===== config.mk =====
export PLATFORM = sky130hd
export DESIGN_NAME = cmp_sample_sequencer
export DESIGN_NICKNAME = d
export VERILOG_FILES = /design/src/rtl/cmp_sample_sequencer.sv
export SDC_FILE = /design/constraint.sdc
export NUM_CORES = 1
export LEC_CHECK = 0
export CAP_MARGIN = 20
export CORE_MARGIN = 1
export CORE_UTILIZATION = 53
export CTS_CLUSTER_DIAMETER = 30
export DETAILED_ROUTE_END_ITERATION = 8
export PLACE_DENSITY = 0.73
export SETUP_SLACK_MARGIN = 0.05
export SLEW_MARGIN = 10
export SYNTH_ARGS = -nofsm -noshare
export SYNTH_HDL_FRONTEND = slang
export SYNTH_SLANG_ARGS = --single-unit

===== constraint.sdc =====
create_clock -name clk -period 2.1 [get_ports clk]
set_input_delay 0.42 -clock clk [delete_from_list [all_inputs] [get_ports clk]]
set_output_delay 0.42 -clock clk [all_outputs]
set_load 0.02 [all_outputs]

===== src/rtl/cmp_sample_sequencer.sv =====
// cmp_sample_sequencer: clear / wait / settle / sample / majority-vote sequencer for a latched comparator.
// All outputs are registered from the current state and therefore trail the state register by one cycle.
`default_nettype none

module cmp_sample_sequencer #(
  parameter int RST_CYCLES    = 2,
  parameter int SETTLE_CYCLES = 4,
  parameter int NSAMP         = 5,
  parameter int TIMEOUT       = 15
) (
  input  logic                       clk,
  input  logic                       rst_n,
  input  logic                       start,
  input  logic                       cmp_out,
  input  logic                       cmp_done,
  output logic                       cmp_clr,
  output logic                       busy,
  output logic                       result,
  output logic                       result_valid,
  output logic                       timeout,
  output logic [$clog2(NSAMP+1)-1:0] ones_cnt
);

  localparam int OW     = $clog2(NSAMP + 1);
  localparam int MAX_A  = (RST_CYCLES > SETTLE_CYCLES) ? RST_CYCLES : SETTLE_CYCLES;
  localparam int MAX_B  = (NSAMP > TIMEOUT) ? NSAMP : TIMEOUT;
  localparam int MAXCNT = (MAX_A > MAX_B) ? MAX_A : MAX_B;
  localparam int CW     = $clog2(MAXCNT + 1);

  localparam logic [CW-1:0] CLEAR_LAST  = CW'(RST_CYCLES - 1);
  localparam logic [CW-1:0] WAIT_LAST   = CW'(TIMEOUT - 1);
  localparam logic [CW-1:0] SETTLE_LAST = CW'(SETTLE_CYCLES - 1);
  localparam logic [CW-1:0] SAMPLE_LAST = CW'(NSAMP - 1);
  localparam logic [OW-1:0] HALF        = OW'(NSAMP / 2);

  typedef enum logic [2:0] {
    IDLE   = 3'd0,
    CLEAR  = 3'd1,
    WAIT   = 3'd2,
    SETTLE = 3'd3,
    SAMPLE = 3'd4,
    DONE   = 3'd5
  } state_t;

  state_t          state;
  logic [CW-1:0]   cnt;
  logic [OW-1:0]   ones;
  logic            abort;

  always_ff @(posedge clk) begin
    if (!rst_n) begin
      state        <= IDLE;
      cnt          <= '0;
      ones         <= '0;
      abort        <= 1'b0;
      cmp_clr      <= 1'b1;
      busy         <= 1'b0;
      result       <= 1'b0;
      result_valid <= 1'b0;
      timeout      <= 1'b0;
      ones_cnt     <= '0;
    end else begin
      cmp_clr      <= (state == IDLE) || (state == CLEAR) || (state == DONE);
      busy         <= (state != IDLE);
      result_valid <= (state == DONE);
      timeout      <= (state == DONE) && abort;
      // result and ones_cnt hold their value until the next DONE
      if (state == DONE) begin
        result   <= !abort && (ones > HALF);
        ones_cnt <= ones;
      end

      case (state)
        IDLE: begin
          cnt   <= '0;
          ones  <= '0;
          abort <= 1'b0;
          if (start) state <= CLEAR;
        end
        CLEAR: begin
          if (cnt == CLEAR_LAST) begin
            cnt   <= '0;
            state <= WAIT;
          end else begin
            cnt <= cnt + 1'b1;
          end
        end
        WAIT: begin
          if (cmp_done) begin
            cnt   <= '0;
            state <= SETTLE;
          end else if (cnt == WAIT_LAST) begin
            abort <= 1'b1;
            state <= DONE;
          end else begin
            cnt <= cnt + 1'b1;
          end
        end
        SETTLE: begin
          // a dropped decision flag means the comparator lost its result
          if (!cmp_done) begin
            abort <= 1'b1;
            state <= DONE;
          end else if (cnt == SETTLE_LAST) begin
            cnt   <= '0;
            state <= SAMPLE;
          end else begin
            cnt <= cnt + 1'b1;
          end
        end
        SAMPLE: begin
          if (!cmp_done) begin
            abort <= 1'b1;
            state <= DONE;
          end else begin
            ones <= ones + OW'(cmp_out);
            if (cnt == SAMPLE_LAST) begin
              cnt   <= '0;
              state <= DONE;
            end else begin
              cnt <= cnt + 1'b1;
            end
          end
        end
        DONE:    state <= IDLE;
        default: state <= IDLE;
      endcase
    end
  end

endmodule

`default_nettype wire

==> summary.md <==
| Metric | Value |
|---|---|
| Cell depth of the worst flop-to-flop path | `7` |
| Share of post-route cells with drive strength above 1 | `10.7%` |
| Remaining global-route overflow | `0` |
| Final min period | `1.90 ns` |
| Clock Tree Root | `clkbuf_4` |
| Synthesized area | `1030 um2` |
| Ranking of synthesized cells by area | `dfxtp_1 (37%), ha_1 (7.3%), a21oi_1 (4.9%), mux2i_1 (4.9%), nor2_1 (4.4%)` |
| Die area | `2120 um2` |
| Min-delay src | `result` |
| Worst R2R Setup Slack | `0.20 ns` |
| Share of the synthesized area in the top cell type | `37.0%` |
| Count of final hold-check violations | `0` |
| Tightest hold margin | `0.497 ns` |
| Setup slack at placement | `0.0652 ns` |
| Pre-antenna DRT Iters | `4` |
| Die width | `46.0 um` |
| Total track usage | `22.5%` |
| Synth cell types | `38` |
| Fraction of synthesis flops using an asynchronous set or reset pin | `0%` |
| Inst Count DP | `152` |
| Post-synth top area cell | `dfxtp_1` |
| Post-CTS setup repair buffer count | `0` |
| P&R area growth vs syn | `18.3%` |
| Clock Latency Late Sink | `0.30 ns` |
| Hold Crit Depth | `2` |
| FF-to-FF End | `cnt[1]` |
| Synth Instances | `117` |
| Fill count | `166` |
| CP Class | `reg -> reg` |
| Compound-cell area share of the yosys netlist | `21.8%` |
| Vias in the first global route | `840` |
| Max layer used | `met4` |
| Antenna violations before repair | `0` |
| Slew margin rel. | `70.8%` |
| Placer congestion estimate | `0.934` |
| Seq/Total Area, Yosys | `37.0%` |
| ANT cells | `0` |
| Tightest Hold Check Type | `reg -> reg` |
| Core area | `1760 um2` |
| Data arrival, critical path | `2.14 ns` |
| Layout Nets | `143` |
| Final ANT Viol Nets | `0` |
| Starting Density | `58.2%` |
| Global-route wire length before repair | `3460 um` |
| Routed Wire Length | `2160 um` |
| Worst clock skew | `0.00996 ns` |
| Final Max Tran Viols | `0` |
| Clock Tree Buf Depth | `2` |
| Boundary Pins | `13` |
| Ys Warns | `0` |
| Vias per inst | `5.83` |
| Avg Cell Area, Syn | `8.78 um2` |
| XOR/XNOR share of the synthesized area | `0.853%` |
| Drt wl/cell | `13.8 um` |
| CTS tree | `yes` |
| Unrepaired setup endpoints after global routing | `no` |
| Crit path launch type | `register` |
| R2r startpoint | `cnt[0]` |
| EDFF count, synth | `0` |
| Post-Synth Simple-Gate Area | `23.4%` |
| Crit path capture type | `register` |
| CTS Buf Count | `3` |
| Setup TNS | `0 ns` |
| MaxCap Viol Count | `0` |
| Required @ worst endpoint | `2.33 ns` |
| Via count | `910` |
| CP max FO | `7` |
| Drc violations | `0` |
| Synth Area in Adders | `7.31%` |
| Setup violators final | `0` |
| Final worst slack | `0.196 ns` |
| FP Rows | `15` |
| Detail Route met3 WL | `114 um` |
| CTS sink cnt | `19` |
| Post-route insts no fill | `156` |
| Max frequency | `525 MHz` |
| Largest net degree at the start of global routing | `15` |
| Post-synthesis register bit count | `19` |
| Hold Path End | `result` |
| Status | `finished clean` |
| Most common cell in the netlist | `dfxtp_1` |
| Die height | `46.0 um` |
| Leak | `0.000470 uW` |
| PD cells | `1050 nW/um2` |
| Main combinational cell family by area after synthesis | `simple AND/OR/NAND/NOR gates` |
| Syn Nets | `128` |
| Peak supply drop | `556 uV` |
| Met2 wire len | `957 um` |
| DP HPWL | `1520 um` |
| Mux contribution to synthesized area | `4.87%` |
| Worst-Margin Slew | `0.437 ns` |
| Top cells by count, synth | `dfxtp_1 (19), nor2_1 (12), nand2_1 (11), a21oi_1 (10), ha_1 (6)` |
| H-Tree Depth | `1` |
| Clock transition at path regs | `0.11 ns` |
| Top FF cell, synth | `dfxtp_1` |
| IO Port Bufs | `12` |
| Final period util | `90.7%` |
| Met1 WL | `1050 um` |
| DRT iter0 DRCs | `19` |
[per-layer routing]
layer  vias up  track usage (%)
met5         -                0
met4         0             9.41
met3         6             3.57
met2        34             34.1
met1       424             31.5
li1        446                -
[cell usage in the layout (no fill, tap or decap), types with 3 or more instances in the layout]
cell type | synthesis | routed
dfxtp_1 | 19 | 19
nor2_1 | 12 | 12
clkdlybuf4s50_1 | 0 | 12
nand2_1 | 11 | 11
a21oi_1 | 10 | 10
ha_1 | 6 | 6
mux2i_1 | 5 | 5
o21ai_0 | 5 | 5
inv_1 | 4 | 4
nand3_1 | 4 | 4
a211oi_1 | 3 | 3
clkbuf_4 | 0 | 3
buf_4 | 1 | 3
[per-stage QoR]
step / total power, uW / util [%] / instance area [um2]
4_1_cts: 1250 / 68.2 / 1200
5_1_grt: 1360 / 68.9 / 1210
3_3_place_gp: 1060 / 66.6 / 1170
3_5_place_dp: 1070 / 66.6 / 1170
2_1_floorplan: 919 / - / 1030
6_report: 1280 / 68.9 / 1210
[sequential cells by signal, indices dropped and copies added, names as in the netlist]
register	count
ones_cnt	3
busy	1
result	1
cmp_clr	1
ones	3
state	3
cnt	4
result_valid	1
abort	1
timeout	1
[final cells by class]
cell class / count / area, um2 / area share [%]
multi-input cells: 87 / 611 / 50.3
flip-flops and latches: 19 / 380 / 31.3
repair buffers: 15 / 143 / 11.7
well taps: 25 / 31.3 / 2.57
clock buffers: 3 / 22.5 / 1.85
inverters: 6 / 22.5 / 1.85
clock inverters: 1 / 5.00 / 0.412
[critical path, cell delays in order, from the launching register on]
cell	delay, ns
dfxtp_1	0.43
inv_1	0.08
ha_1	0.22
a31oi_1	0.25
o21ai_0	0.12
nor2b_1	0.21
or3b_1	0.39
a21oi_1	0.14
[what timing repair did]
| item | in CTS | in global routing |
|---|---|---|
| gates resized for setup | 0 | 1 |
| setup endpoints to repair | 0 | 1 |
| hold buffers | 0 | 0 |
[how the worst max path moves through the flow]
stage,from,end,slack (ns),cells past startpoint
5_1_grt,cnt[0],cnt[1],0.09,7
2_1_floorplan,cnt[0],cnt[3],0.43,6
3_3_place_gp,cmp_done,cnt[1],0.14,6
4_1_cts,cnt[0],cnt[3],0.18,6
6_report,cnt[0],cnt[1],0.20,7
3_5_place_dp,cmp_done,cnt[1],0.07,6
[cell families (layout without fill, tap and decap cells)]
logic type	count (synthesis)	count (layout)
XOR/XNOR	1	1
buffers and inverters	11	25
adder cells (fa/ha/maj)	6	6
AO/OA/AOI/OAI	31	31
flip-flops	19	19
multiplexers	5	5
AND/OR/NAND/NOR	44	44
[power by group]
part,internal [uW],switching (uW)
logic,264,333
clock network,70.8,112
registers,416,82.8
total,751,527
Note: power is estimated with default switching activity, not from simulation.
